[src/rtl/mem_loader_pkg.sv]
// mem_loader_pkg: shared definitions for the memory fill stage and the
// accumulator datapath that consumes the filled memory.
//   - DW_DEFAULT / AW_DEFAULT : default data and address widths
//   - state_e                 : loader FSM state encoding
package mem_loader_pkg;

  localparam int DW_DEFAULT = 8;
  localparam int AW_DEFAULT = 4;

  typedef enum logic [1:0] {
    IDLE     = 2'd0,
    FILL     = 2'd1,
    LAUNCH   = 2'd2,
    WAIT_ACC = 2'd3
  } state_e;

endpackage

[src/rtl/wr_addr_counter.sv]
// wr_addr_counter: AW-bit write address counter for the memory loader.
// Ports:
//   clk   in   clock
//   rst   in   synchronous active-low reset, clears count
//   clr   in   clear count to 0 (frame start)
//   inc   in   advance by one; wraps to 0 after the terminal count
//   count out  current address
//   tc    out  count equals NUM_WORDS-1 (last word of the frame)
module wr_addr_counter
  import mem_loader_pkg::*;
#(
  parameter int AW        = AW_DEFAULT,
  parameter int NUM_WORDS = 16
) (
  input  logic          clk,
  input  logic          rst,
  input  logic          clr,
  input  logic          inc,
  output logic [AW-1:0] count,
  output logic          tc
);

  localparam logic [AW-1:0] LAST = AW'(NUM_WORDS - 1);

  logic [AW-1:0] count_reg;

  assign count = count_reg;
  assign tc    = (count_reg == LAST);

  // Explicit wrap at the terminal count so frames shorter than 2**AW
  // still restart at address 0.
  always_ff @(posedge clk) begin
    if (!rst) begin
      count_reg <= '0;
    end else if (clr) begin
      count_reg <= '0;
    end else if (inc) begin
      count_reg <= tc ? '0 : count_reg + 1'b1;
    end
  end

endmodule

[src/rtl/mem_loader.sv]
// mem_loader: fills NUM_WORDS consecutive memory words from a valid/ready
// stream, then launches the accumulator controller and holds off until done.
// Ports:
//   clk, rst            clock, synchronous active-low reset
//   start               frame request, honoured only in IDLE
//   in_valid/in_data    input stream; in_ready = loader accepts this cycle
//   mem_we/mem_addr/mem_wdata  memory write port (owned while mem_sel=1)
//   mem_sel             1 = loader drives the memory port
//   go                  one-cycle launch pulse to accumulator controller
//   acc_done            completion from accumulator controller
//   busy                high in every state except IDLE
//   frame_cnt           completed frames, wraps 255->0
module mem_loader
  import mem_loader_pkg::*;
#(
  parameter int DW        = DW_DEFAULT,
  parameter int AW        = AW_DEFAULT,
  parameter int NUM_WORDS = 16
) (
  input  logic          clk,
  input  logic          rst,
  input  logic          start,
  input  logic          in_valid,
  input  logic [DW-1:0] in_data,
  output logic          in_ready,
  output logic          mem_we,
  output logic [AW-1:0] mem_addr,
  output logic [DW-1:0] mem_wdata,
  output logic          mem_sel,
  output logic          go,
  input  logic          acc_done,
  output logic          busy,
  output logic [7:0]    frame_cnt
);

  state_e        state_reg;
  logic [AW-1:0] wr_addr;
  logic          wr_last;
  logic          beat;
  logic          addr_clr;

  assign beat     = in_valid & in_ready;
  assign addr_clr = (state_reg == IDLE) & start;

  wr_addr_counter #(
    .AW       (AW),
    .NUM_WORDS(NUM_WORDS)
  ) u_wr_addr (
    .clk  (clk),
    .rst  (rst),
    .clr  (addr_clr),
    .inc  (beat),
    .count(wr_addr),
    .tc   (wr_last)
  );

  // The write strobe follows the handshake in the same cycle; in_ready is
  // only high while mem_sel is high, so mem_we can never fire without it.
  // Address and data are zeroed when the accumulator owns the port.
  assign mem_we    = beat;
  assign mem_addr  = mem_sel ? wr_addr : '0;
  assign mem_wdata = mem_sel ? in_data : '0;

  // Outputs are registered alongside the state so each one changes on the
  // same edge as the state it belongs to.
  always_ff @(posedge clk) begin
    if (!rst) begin
      state_reg <= IDLE;
      in_ready  <= 1'b0;
      mem_sel   <= 1'b0;
      go        <= 1'b0;
      busy      <= 1'b0;
      frame_cnt <= 8'd0;
    end else begin
      case (state_reg)
        IDLE: begin
          if (start) begin
            state_reg <= FILL;
            in_ready  <= 1'b1;
            mem_sel   <= 1'b1;
            busy      <= 1'b1;
          end
        end
        FILL: begin
          if (beat && wr_last) begin
            state_reg <= LAUNCH;
            in_ready  <= 1'b0;
            mem_sel   <= 1'b0;
            go        <= 1'b1;
          end
        end
        LAUNCH: begin
          // acc_done is not looked at here: it only counts after go.
          state_reg <= WAIT_ACC;
          go        <= 1'b0;
        end
        WAIT_ACC: begin
          if (acc_done) begin
            state_reg <= IDLE;
            busy      <= 1'b0;
            frame_cnt <= frame_cnt + 8'd1;
          end
        end
        default: begin
          state_reg <= IDLE;
          in_ready  <= 1'b0;
          mem_sel   <= 1'b0;
          go        <= 1'b0;
          busy      <= 1'b0;
        end
      endcase
    end
  end

endmodule
[config.mk]
export PLATFORM = sky130hd
export DESIGN_NAME = mem_loader
export DESIGN_NICKNAME = d
export VERILOG_FILES = /design/src/rtl/mem_loader_pkg.sv /design/src/rtl/wr_addr_counter.sv /design/src/rtl/mem_loader.sv
export SDC_FILE = /design/constraint.sdc
export NUM_CORES = 1
export LEC_CHECK = 0
export ABC_AREA = 1
export BUFFER_PORTS_ARGS = -buffer_cell sky130_fd_sc_hd__buf_4
export CORE_ASPECT_RATIO = 0.8
export CORE_MARGIN = 5
export CORE_UTILIZATION = 43
export CTS_CLUSTER_DIAMETER = 150
export CTS_CLUSTER_SIZE = 25
export DETAILED_ROUTE_END_ITERATION = 8
export PLACE_DENSITY = 0.74
export SETUP_SLACK_MARGIN = 0.3
export SLEW_MARGIN = 20
export SYNTH_ARGS = -nofsm -noshare
export SYNTH_HDL_FRONTEND = slang
export SYNTH_SLANG_ARGS = --single-unit
[constraint.sdc]
create_clock -name clk -period 1.25 [get_ports clk]
set_input_delay 0.25 -clock clk [delete_from_list [all_inputs] [get_ports clk]]
set_output_delay 0.25 -clock clk [all_outputs]
set_load 0.02 [all_outputs]
==> metrics, run 1 <==
Tmin final 1.33 ns; fmax 750 MHz; CTS Buffer Depth 2; CP Max Fanout 6; Critical Path Start mem_sel; row count 15; # nets final 239; share of the clock period used by the worst path 107%; diode count 0; RSZ-0062 raised after global routing yes; routed length per placed instance 16.8 um; number of synthesized flops with an enable pin 0; die area 3360 sq um; GRT overflow 0; Hold Path Class primary input to flop; met1 usage 22.4%; worst IR drop on VDD 1.43 mV; P&R area growth vs syn 108%; initial antenna violation count 0; initial DRC count 66; crit path capture type output pin; Worst Setup Slack, final -0.0828 ns; Core Util, Final 94.1%; CTS tree yes; failing checks setup timing; Bufs and invs on worst path 3; Pre-Repair DR Iteration Count 4; Setup crit start kind flop; synthesized netlist cell count 152; Worst-Skew Late Latency 0.30 ns; Die H 52.8 um; first-pass GRT wire length 5280 um; GRT Total Usage 20.0%; final count of negative-setup-slack endpoints 17; Final ANT Viol Nets 0; Worst Path Required 1.00 ns; die width 63.5 um; Worst path max stage delay 0.41 ns; final RePlAce weighted congestion 0.822; routed vias 1254; global route hottest layer met2; number of distinct library cells after synthesis 19; max-cap viol count 0; Hold Buf Count CTS 0; I/O pins 38; status complete, but fails checks; largest area contributor in the netlist dfxtp_1; YS warnings 0; Syn Area/Cell 6.49 sq um; layout cells sized above 1 72.1%; Final Hold Viols 0; synthesized area 986 sq um; Least-Margin Pin Slew 0.285 ns; CP Class flop to output pin; post-DP HPWL 1950 um; Synth top area share 34.5%; synthesized flop and latch total 17; crit path cell chain clkbuf_16 > nand2_2 > inv_2 > buf_6; setup total negative slack -1.02 ns; top cells by area, synth dfxtp_1 35%, nand2_1 17%, inv_1 11%; PwrDens 1410 nW/um^2; largest net degree at the start of global routing 14; core region area 2180 sq um; Slew Limit Fails 0; sequential share of the synthesized area 34.5%; number of flip-flops in the largest register 8; residual DRC count 0; met3 usage 5.36%; dominant synthesized flop cell dfxtp_1; CTS H-tree depth 1; Root Driver clkbuf_4; Worst-path clk slew 0.11 ns; Setup Skew 0.00349 ns; delay-heaviest family, CP flip-flops; Leak 1.01 nW; Hold Crit Start rst; Slew HR 81.0%; GR Util met2 37.7%; vias in the first global route 1173; synth cell count leaders 44 x nand2_1, 29 x inv_1, 20 x nor2_1; CP max stage cell dfxtp_4; Via density 5.14; CTS Buf Count 3; top-count cell post-synth nand2_1; worst r2r src mem_sel; Synthesized Nets 171; final wirelength 4110 um; I/O Buffers 37; clk sinks 17; Critical Path AT 1.08 ns; share of flip-flops with an asynchronous set or reset 0%; initial core utilization 45.3%
metal layers:
metal  vias to the layer above  part of all wire [%]
met5                         -                     0
met4                         0                   2.2
met3                         8                   4.7
met2                        44                    51
met1                       600                    42
li1                        602                     -
cell type report:
| type | instances | area, sq um |
|---|---|---|
| Tap cell | 25 | 31.3 |
| Clock buffer | 4 | 26.3 |
| Fill cell | 69 | 129 |
| Multi-Input combinational cell | 101 | 800 |
| Sequential cell | 17 | 390 |
| Inverter | 31 | 139 |
| Timing Repair Buffer | 66 | 662 |
cell families (layout without fill, tap and decap cells):
group,count (synthesis),count (layout),synth area share [%]
simple gates,76,76,32.0
buf+inv,34,101,13.7
flops,17,17,34.5
compound gates,16,16,9.52
fa+ha+maj,6,6,7.61
xor+xnor,3,3,2.67
worst register-to-register path: stages, from the launching register on:
cell,delay (ns)
dfxtp_4,0.41
buf_12,0.13
nand2_8,0.07
buf_8,0.14
o21ai_4,0.22
nand3_1,0.12
nand2_1,0.09
nor2_1,0.04
report_power, final:
group	switching (W)	internal [W]
clock	0.000191	0.000125
sequential	0.000129	0.000633
combinational	0.000899	0.000912
metrics by stage:
stage | worst slack (ns) | instance area, sq um | instances | total power, W | hold WS [ns]
CTS | -0.0650 | 1790 | 231 | 0.00240 | 0.228
finish | -0.0828 | 2050 | 244 | 0.00289 | 0.247
detailed placement | 0.0720 | 1440 | 212 | 0.00180 | 0.455
floorplan | 0.170 | 1150 | 152 | 0.00150 | 0.415
global route | -0.118 | 2050 | 244 | 0.00303 | 0.245
global placement | 0.0926 | 1440 | 212 | 0.00175 | 0.453
worst paths after layout:
kind                                     end  slack (ns)  cells after the start
worst max-delay path            mem_wdata[4]       -0.08                      4
worst min-delay path            frame_cnt[1]        0.25                      3
worst max register to register  state_reg[0]       -0.06                      7
worst min register to register            go        0.54                      4
cell usage in the layout (no fill, tap or decap), drive strengths merged, types with 5 or more instances in the layout:
cell	synthesis	layout
buf	2	65
a21oi	8	8
nand3	8	8
o21ai	7	7
inv	31	31
dfxtp	17	17
ha	6	6
clkbuf	1	5
nor2	21	21
nand2	45	45
what timing repair did:
item | in CTS | in global routing
buffers inserted | 15 | 12
setup endpoints to repair | 42 | 42
pin swaps | 18 | 21
cloned | 0 | 1
gates resized for setup | 68 | 36
Power figures use the tool's default switching activity.
==> run 2, diff against run 1 <==
Settings changed: CTS_CLUSTER_DIAMETER 150 to unset, PLACE_DENSITY 0.74 to 0.73, SYNTH_HIERARCHICAL set to 1.
==> metrics, run 2 <==
status complete, but fails checks; failing checks setup timing; Leak 0.955 nW; Slew Limit Fails 0; Syn Area/Cell 6.39 sq um; delay-heaviest family, CP flip-flops; Tmin final 1.29 ns; crit path capture type output pin; fmax 776 MHz; initial antenna violation count 0; Final ANT Viol Nets 0; Root Driver clkbuf_4; GR Util met2 38.5%; routed length per placed instance 16.6 um; routed vias 1305; Critical Path AT 1.04 ns; CP Class flop to output pin; Core Util, Final 84.1%; leading cell type in the layout, fill and taps excluded buf_4; number of synthesized flops with an enable pin 0; most prevalent standard cell on the critical path buf_6; I/O Buffers 37; diode count 0; number of flip-flops in the largest register 8; Pre-Repair DR Iteration Count 4; top cells by area, synth dfxtp_1 33%, nand2_1 16%, inv_1 12%; GRT Total Usage 20.7%; cell total after placement 221; row count 15; PwrDens 1340 nW/um^2; clk sinks 17; worst r2r src u_wr_addr/count[0]; die width 64.5 um; Fillers 122; Bufs and invs on worst path 3; worst IR drop on VDD 1.06 mV; FF-to-FF End mem_sel; # nets final 244; crit path cell chain buf_6 > nand2_2 > inv_2 > buf_6; Hold Path End state_reg[1]; RSZ-0062 raised after global routing yes; synthesized area 1020 sq um; Synth top area share 33.3%; met1 usage 23.2%; final cell count without fillers 249; max-cap viol count 0; met3 usage 5.64%; vias in the first global route 1202; largest net degree at the start of global routing 12; CP Max Fanout 5; final RePlAce weighted congestion 0.833; Worst Setup Slack, final -0.0392 ns; total power 0.00250 W; share of the clock period used by the worst path 103%; post-DP HPWL 1950 um; Worst path max stage delay 0.38 ns; dominant synthesized flop cell dfxtp_1; Final Hold Viols 0; I/O pins 38; Via density 5.24; global route hottest layer met2; CTS H-tree depth 1; Worst-Skew Late Latency 0.30 ns; P&R area growth vs syn 82.3%; layout cells sized above 1 59.4%; Die H 53.6 um; largest area contributor in the netlist dfxtp_1; Hold Crit Start rst; synthesized flop and latch total 17; CTS Buffer Depth 2; die area 3460 sq um; DP Worst Slack -0.0179 ns; Worst-path clk slew 0.10 ns; Slew HR 85.1%; final wirelength 4150 um; initial core utilization 46.2%; Least-Margin Pin Slew 0.221 ns; core region area 2210 sq um; share of flip-flops with an asynchronous set or reset 0%; CP max stage cell dfxtp_4; top-count cell post-synth nand2_1; Synthesized Nets 179; final count of negative-setup-slack endpoints 14; Hold Buf Count CTS 0; setup slack, reg-to-reg -0.03 ns; CTS tree yes; YS warnings 6; GRT overflow 0; Setup Skew 0.00197 ns; synthesized netlist cell count 160; number of distinct library cells after synthesis 19; sequential share of the synthesized area 33.3%; CTS Buf Count 3; synth cell count leaders 44 x nand2_1, 34 x inv_1, 18 x nor2_1; Worst R2R Path Depth 8; Hold Path Class primary input to flop; most frequent cells in the layout 36 x buf_4, 33 x nand2_1, 27 x buf_6; Hold Path Depth 3; residual DRC count 0; Setup crit start kind flop; first-pass GRT wire length 5540 um; Worst Path Required 1.00 ns; initial DRC count 89
run 2: cell count changes in the layout (fill, tap and decap cells not counted), sizes merged, moves of 2 or more:
cell,before,now
buf,65,63
nand3,8,4
a21oi,8,10
nand4,1,6
o21ai,7,9
inv,31,36
xor2,3,0
run 2: metrics by stage:
step | setup TNS (ns) | hold slack [ns] | area (sq um)
3_3_place_gp | 0 | 0.446 | 1370
4_1_cts | -0.142 | 0.244 | 1720
2_1_floorplan | 0 | 0.447 | 1060
5_1_grt | -1.23 | 0.239 | 1860
3_5_place_dp | -0.0179 | 0.458 | 1370
6_report | -0.401 | 0.253 | 1860
run 2: report_power, final:
part	leakage, nW	switching (W)	internal, W
sequential	0.148	0.0000990	0.000634
clock	0.0150	0.000182	0.000124
combinational	0.792	0.000800	0.000665
total	0.955	0.00108	0.00142
run 2: kinds of logic after synthesis:
logic type | Yosys count | synth area share, %
AOI/OAI and AO/OA | 20 | 10.4
adders and majority gates | 6 | 7.34
buffers and inverters | 39 | 14.9
DFF | 17 | 33.3
and+or+nand+nor | 78 | 34.0
run 2: worst reg2reg max path: stages (launching register included):
cell,delay [ns]
dfxtp_4,0.39
ha_4,0.14
nand2_4,0.06
nor2_4,0.13
nand3_4,0.10
nand2_4,0.11
nand2_1,0.08
nand2_1,0.09
a21oi_1,0.08
run 2: worst max path at each step:
stage,to,cells past startpoint,start,slack [ns]
detailed placement,state_reg[1],9,u_wr_addr/count[1],-0.02
global route,mem_wdata[5],4,mem_sel,-0.11
finish,mem_wdata[5],4,mem_sel,-0.04
floorplan,state_reg[1],8,u_wr_addr/count[1],0.1
global placement,state_reg[1],8,u_wr_addr/count[1],0.02
CTS,mem_wdata[0],4,mem_sel,-0.03
run 2: timing repair:
item / in CTS / in global routing
resized for setup: 75 / 19
setup buffers: 17 / 7
pin swaps: 20 / 14
endpoints found under the setup margin: 42 / 42
run 2: area by class of cell:
| cell class | instances | area, sq um | share of cell area (%) |
|---|---|---|---|
| Clock buffer | 4 | 26.3 | 1.41 |
| Inverter | 36 | 145 | 7.79 |
| Tap cell | 25 | 31.3 | 1.68 |
| Timing Repair Buffer | 63 | 574 | 30.8 |
| Sequential cell | 17 | 383 | 20.6 |
| Multi-Input combinational cell | 104 | 703 | 37.7 |
run 2: metal layers:
metal | routed length [um] | share of wire [%]
met2 | 2120 | 51
met1 | 1550 | 37
met3 | 293 | 7.1
met4 | 182 | 4.4
met5 | 0 | 0
